--- config.mk ---
export PLATFORM = sky130hd
export DESIGN_NAME = llc_pending_tracker
export DESIGN_NICKNAME = d
export VERILOG_FILES = /design/src/rtl/llc_pending_tracker.sv
export SDC_FILE = /design/constraint.sdc
export NUM_CORES = 1
export LEC_CHECK = 0
export CAP_MARGIN = 20
export CORE_ASPECT_RATIO = 1.1
export CORE_MARGIN = 3
export CORE_UTILIZATION = 40
export DETAILED_ROUTE_END_ITERATION = 16
export PLACE_DENSITY_LB_ADDON = 0.2
export SYNTH_ARGS = -nofsm -noshare
export SYNTH_HDL_FRONTEND = slang
export SYNTH_SLANG_ARGS = --single-unit
--- constraint.sdc ---
create_clock -name clk -period 4.5 [get_ports clk]
set_clock_uncertainty 0.05 [all_clocks]
set_input_delay 0.9 -clock clk [delete_from_list [all_inputs] [get_ports clk]]
set_output_delay 0.9 -clock clk [all_outputs]
set_load 0.01 [all_outputs]
--- src/rtl/llc_pending_tracker.sv ---
// N-entry table of outstanding LLC recalls / DMA reads / DMA writes with set/tag stall lookup.
// Optional per-entry age/timeout tracking is enabled by defining LLC_PENDING_TIMEOUT_EN.
module llc_pending_tracker #(
   parameter int unsigned N_ENTRIES = 4,
   parameter int unsigned SET_W     = 9,
   parameter int unsigned TAG_W     = 16,
   parameter int unsigned AGE_W     = 8,
   localparam int unsigned IDX_W    = $clog2(N_ENTRIES)
) (
   input  logic                 clk,
   input  logic                 rst,
   input  logic                 rst_state,
   input  logic                 alloc_valid,
   output logic                 alloc_ready,
   input  logic [SET_W-1:0]     alloc_set,
   input  logic [TAG_W-1:0]     alloc_tag,
   input  logic [1:0]           alloc_kind,
   output logic [IDX_W-1:0]     alloc_idx,
   input  logic                 clr_valid,
   input  logic [IDX_W-1:0]     clr_idx,
   input  logic [SET_W-1:0]     lookup_set,
   input  logic [TAG_W-1:0]     lookup_tag,
   output logic                 set_conflict,
   output logic                 line_hit,
   output logic [IDX_W-1:0]     hit_idx,
   output logic [N_ENTRIES-1:0] valid_vec,
   output logic                 recall_pending,
   output logic                 dma_read_pending,
   output logic                 dma_write_pending,
   output logic [IDX_W:0]       count,
   output logic                 clr_err,
   output logic [N_ENTRIES-1:0] timeout_vec
);

   typedef enum logic [1:0] {
      KIND_RECALL  = 2'd0,
      KIND_DMA_RD  = 2'd1,
      KIND_DMA_WR  = 2'd2,
      KIND_RSVD    = 2'd3
   } kind_e;

   logic [N_ENTRIES-1:0] valid_q;
   logic [SET_W-1:0]     set_q  [N_ENTRIES];
   logic [TAG_W-1:0]     tag_q  [N_ENTRIES];
   kind_e                kind_q [N_ENTRIES];

   logic free_found;
   logic alloc_fire;
   logic clr_hit;

   // Free-slot search looks only at registered valid bits, so alloc_ready has no path from alloc/clr inputs.
   always_comb begin
      free_found = 1'b0;
      alloc_idx  = '0;
      for (int unsigned i = 0; i < N_ENTRIES; i++) begin
         if (!valid_q[i] && !free_found) begin
            free_found = 1'b1;
            alloc_idx  = IDX_W'(i);
         end
      end
   end

   assign alloc_ready = free_found & ~rst_state;
   assign alloc_fire  = alloc_valid & alloc_ready & (kind_e'(alloc_kind) != KIND_RSVD);
   assign clr_hit     = clr_valid & valid_q[clr_idx];
   assign valid_vec   = valid_q;

   always_comb begin
      set_conflict      = 1'b0;
      line_hit          = 1'b0;
      hit_idx           = '0;
      recall_pending    = 1'b0;
      dma_read_pending  = 1'b0;
      dma_write_pending = 1'b0;
      count             = '0;
      for (int unsigned i = 0; i < N_ENTRIES; i++) begin
         if (valid_q[i]) begin
            count = count + 1'b1;
            if (set_q[i] == lookup_set) begin
               set_conflict = 1'b1;
               if (tag_q[i] == lookup_tag && !line_hit) begin
                  line_hit = 1'b1;
                  hit_idx  = IDX_W'(i);
               end
            end
            if (kind_q[i] == KIND_RECALL) recall_pending    = 1'b1;
            if (kind_q[i] == KIND_DMA_RD) dma_read_pending  = 1'b1;
            if (kind_q[i] == KIND_DMA_WR) dma_write_pending = 1'b1;
         end
      end
   end

   always_ff @(posedge clk or negedge rst) begin
      if (!rst) begin
         valid_q <= '0;
         clr_err <= 1'b0;
         for (int unsigned i = 0; i < N_ENTRIES; i++) begin
            set_q[i]  <= '0;
            tag_q[i]  <= '0;
            kind_q[i] <= KIND_RECALL;
         end
      end else if (rst_state) begin
         valid_q <= '0;
         clr_err <= 1'b0;
      end else begin
         if (clr_valid && !valid_q[clr_idx]) clr_err <= 1'b1;
         if (clr_hit) valid_q[clr_idx] <= 1'b0;
         // The allocated slot is free pre-edge and the released slot is valid, so they never collide.
         if (alloc_fire) begin
            valid_q[alloc_idx] <= 1'b1;
            set_q[alloc_idx]   <= alloc_set;
            tag_q[alloc_idx]   <= alloc_tag;
            kind_q[alloc_idx]  <= kind_e'(alloc_kind);
         end
      end
   end

`ifdef LLC_PENDING_TIMEOUT_EN
   logic [AGE_W-1:0] age_q [N_ENTRIES];

   always_ff @(posedge clk or negedge rst) begin
      if (!rst) begin
         for (int unsigned i = 0; i < N_ENTRIES; i++) age_q[i] <= '0;
      end else if (rst_state) begin
         for (int unsigned i = 0; i < N_ENTRIES; i++) age_q[i] <= '0;
      end else begin
         for (int unsigned i = 0; i < N_ENTRIES; i++) begin
            if ((clr_hit && clr_idx == IDX_W'(i)) || (alloc_fire && alloc_idx == IDX_W'(i)))
               age_q[i] <= '0;
            else if (valid_q[i] && age_q[i] != '1)
               age_q[i] <= age_q[i] + 1'b1;
         end
      end
   end

   always_comb begin
      timeout_vec = '0;
      for (int unsigned i = 0; i < N_ENTRIES; i++)
         timeout_vec[i] = valid_q[i] & (age_q[i] == '1);
   end
`else
   logic [31:0] unused_age_w;
   assign unused_age_w = AGE_W;
   assign timeout_vec  = '0;
`endif

endmodule

==> summary.txt <==
Worst setup path
  – Slowest cell on crit path: clkdlybuf4s50_1
  – Slowest cell delay on critical path: 600 ps
  – Most used cell, CP: clkdlybuf4s50_1
  – CP arrival: 3380 ps
  – Buf/Inv on CP: 3
  – Worst R2R Start: valid_vec[0]
  – R2r setup slk: 1760 ps
  – Worst reg-to-reg path cell count: 6
  – CP Class: primary input to output pin
  – Setup crit start: lookup_tag[8]
  – Crit. End Element: output pin
  – Crit path max fanout: 4
  – Worst reg2reg path endpoint: kind_q[4]
  – CP Depth: 8
  – Cells along the critical path: clkdlybuf4s50_1 -> xnor2_1 -> nand4_1 -> nor4_2 -> buf_4 -> a2bb2oi_1 -> a211oi_1 -> clkdlybuf4s50_1
  – Required @ worst endpoint: 3550 ps
  – CP Launch Type: primary input
  – Critical path's top delay family: buffers and inverters

Die
  – Die height: 133.6 um
  – Rows: 46
  – Ports: 81
  – Die area: 16,290 um^2
  – Die Wd: 122.0 um
  – Starting Density: 40.97%
  – Core footprint: 14,450 um^2

STA
  – Hold Slack: 418.1 ps
  – Crit path time final: 4328 ps
  – Final setup viols: 0
  – Period utilization: 96.17%
  – Rel. slew slack: 60.72%
  – Final slew viol count: 0
  – Final Hold Fails: 0
  – RSZ-0062 raised after global routing: false
  – F_max: 0.2311 GHz
  – Setup TNS: 0 ps
  – Actual slew at the worst max-slew pin: 589.2 ps

Global route
  – Antenna violations before repair: 0
  – Largest net degree at the start of global routing: 83
  – Vias in the first global route: 3,999
  – First-pass GRT wire length: 21,420 um
  – Gr ovfl total: 0
  – GR Util All Layers: 17.42%

Yosys
  – Cell Area, Synth: 5918 um^2
  – Synth unique cells: 42
  – Avg Inst Size Synth: 13.45 um^2
  – Register area share after synthesis: 47.78%
  – Synth warn: 0
  – Cells after Synth: 440
  – Flops & latches, synth: 113

Detailed routing
  – First DRT Iteration DRCs: 253
  – Via count: 3,691
  – First-pass DRT Iterations: 4
  – Wirelength per Cell: 18.31 um
  – DR vias/cell: 5.022
  – Post-Route WL: 13,460 um
  – DRC: 0
  – Remaining antenna violation count: 0

Pwr
  – Peak supply drop: 0.2536 mV
  – Pleak: 3.295 nW
  – Power per cell area: 461.1 nW/um^2

Finish
  – Total inserted antenna cells: 0
  – Area Overhead vs Synth: 26.85%
  – # nets final: 594
  – Share of post-route cells with drive strength above 1: 27.99%

Clock network
  – CTS tree: built
  – Clock-pin slew on the worst setup and hold paths: 50 ps
  – Worst-Skew Late Latency: 410 ps
  – Root Driver: clkbuf_16
  – Clk sink count: 113
  – CTS HTree Levels: 4
  – Max Buffers Root-to-Sink: 2
  – Hold_buf cts: 0
  – TritonCTS Buffers: 17

Placed design
  – RD Place Congestion: 0.8453
  – Dpl hpwl: 9126 um
  – Input/output buffers: 76

Min path
  – Worst hold path type: primary input to asynchronous set/reset pin

Run
  – Max cap viols: 0

Outcome
  – Status: complete, no violations
worst max-delay path by stage:
stage                     slack [ps]          to
final                            170  hit_idx[1]
after global routing              70  hit_idx[1]
after CTS                         60  hit_idx[1]
after global placement            30  hit_idx[1]
after floorplan                 1560  hit_idx[1]
after detailed placement          60  hit_idx[1]
report_power, final:
part           total (mW)  switching [mW]  internal [mW]  leakage (nW)
Combinational       0.628           0.238          0.390          1.52
Clock                1.49           0.465           1.03         0.321
Sequential           1.34           0.140           1.20          1.46
layout make-up:
cell class              instances  area (um^2)
flip-flops and latches        113         2828
clock buffers                  23        478.0
clock inverters                 9        177.7
fillers                      1231         6939
inverters                       6        22.52
multi-input cells             307         2923
well taps                     192        240.2
repair buffers                 85        838.3
cell usage after synthesis (all sizes together):
master,number,area (um^2)
inv,6,22.52
o311ai,1,8.760
o21ai,1,5.000
xor2,52,455.4
nor2b,3,18.77
a31oi,1,12.51
o32a,1,10.01
or3b,1,8.760
nor3b,2,20.02
buf,17,170.2
nor4,15,93.84
nor3,1,5.000
nor2,7,26.28
nand4,16,100.1
a2bb2oi,1,8.760
o211ai,3,22.52
mux2,108,1359
nand3,4,32.53
and3b,1,8.760
dfrtp,113,2828
a21oi,6,30.03
a31o,2,17.52
ha,5,62.56
a21boi,1,7.510
a211oi,1,7.510
nand3b,5,37.54
nand2,9,33.78
conb,1,3.750
and3,1,11.26
a32oi,1,8.760
mux4,1,22.52
and2,1,6.260
or3,1,6.260
xnor2,51,446.7
metrics by stage:
step                      instances  power (mW)  instance area [um^2]  util [%]  setup WS [ps]
after global placement          702       1.969                  6825     47.25          32.26
after floorplan                 443       1.762                  5929         -           1558
after detailed placement        702       1.984                  6825     47.25          64.00
after CTS                       734       3.493                  7481     51.78          56.46
after global routing            735       3.613                  7507     51.97          67.47
final                           735       3.462                  7507     51.97          172.4
repair_timing:
action	in CTS	in global routing
resized for setup	0	1
setup buffers	0	0
endpoints found under the setup margin	0	1
state kept, by name, indices dropped and copies added (netlist names):
name and count:
tag_q 64, set_q 36, kind_q 8, valid_vec 4, clr_err 1
cell usage in the layout (no fill, tap or decap), drive strengths merged, types with 2 or more instances in the layout:
cell           count
a21oi              6
a31o               2
buf               10
bufinv             5
clkbuf            23
clkdlybuf4s50     75
clkinv             4
conb               4
dfrtp            113
ha                 5
inv                6
mux2             108
nand2              9
nand3              4
nand3b             5
nand4             16
nor2               7
nor2b              3
nor3b              2
nor4              15
o211ai             3
xnor2             51
xor2              52
kinds of logic (layout without fill, tap and decap cells):
group,after synthesis,in the layout,synth area share [%]
adders and majority gates,5,5,1.057
buffers and inverters,23,123,3.256
AOI/OAI and AO/OA,19,19,2.347
and+or+nand+nor,67,67,6.914
other,1,4,0.06336
muxes,109,109,23.34
xor gates and xnor gates,103,103,15.24
DFF,113,113,47.78
per-layer routing:
metal,wire (um),GRT usage [%]
met2,6572,27.92
met4,214,6.413
met3,628,4.756
met1,6039,22.58
met5,0,0
Note: power is estimated with default switching activity, not from simulation.
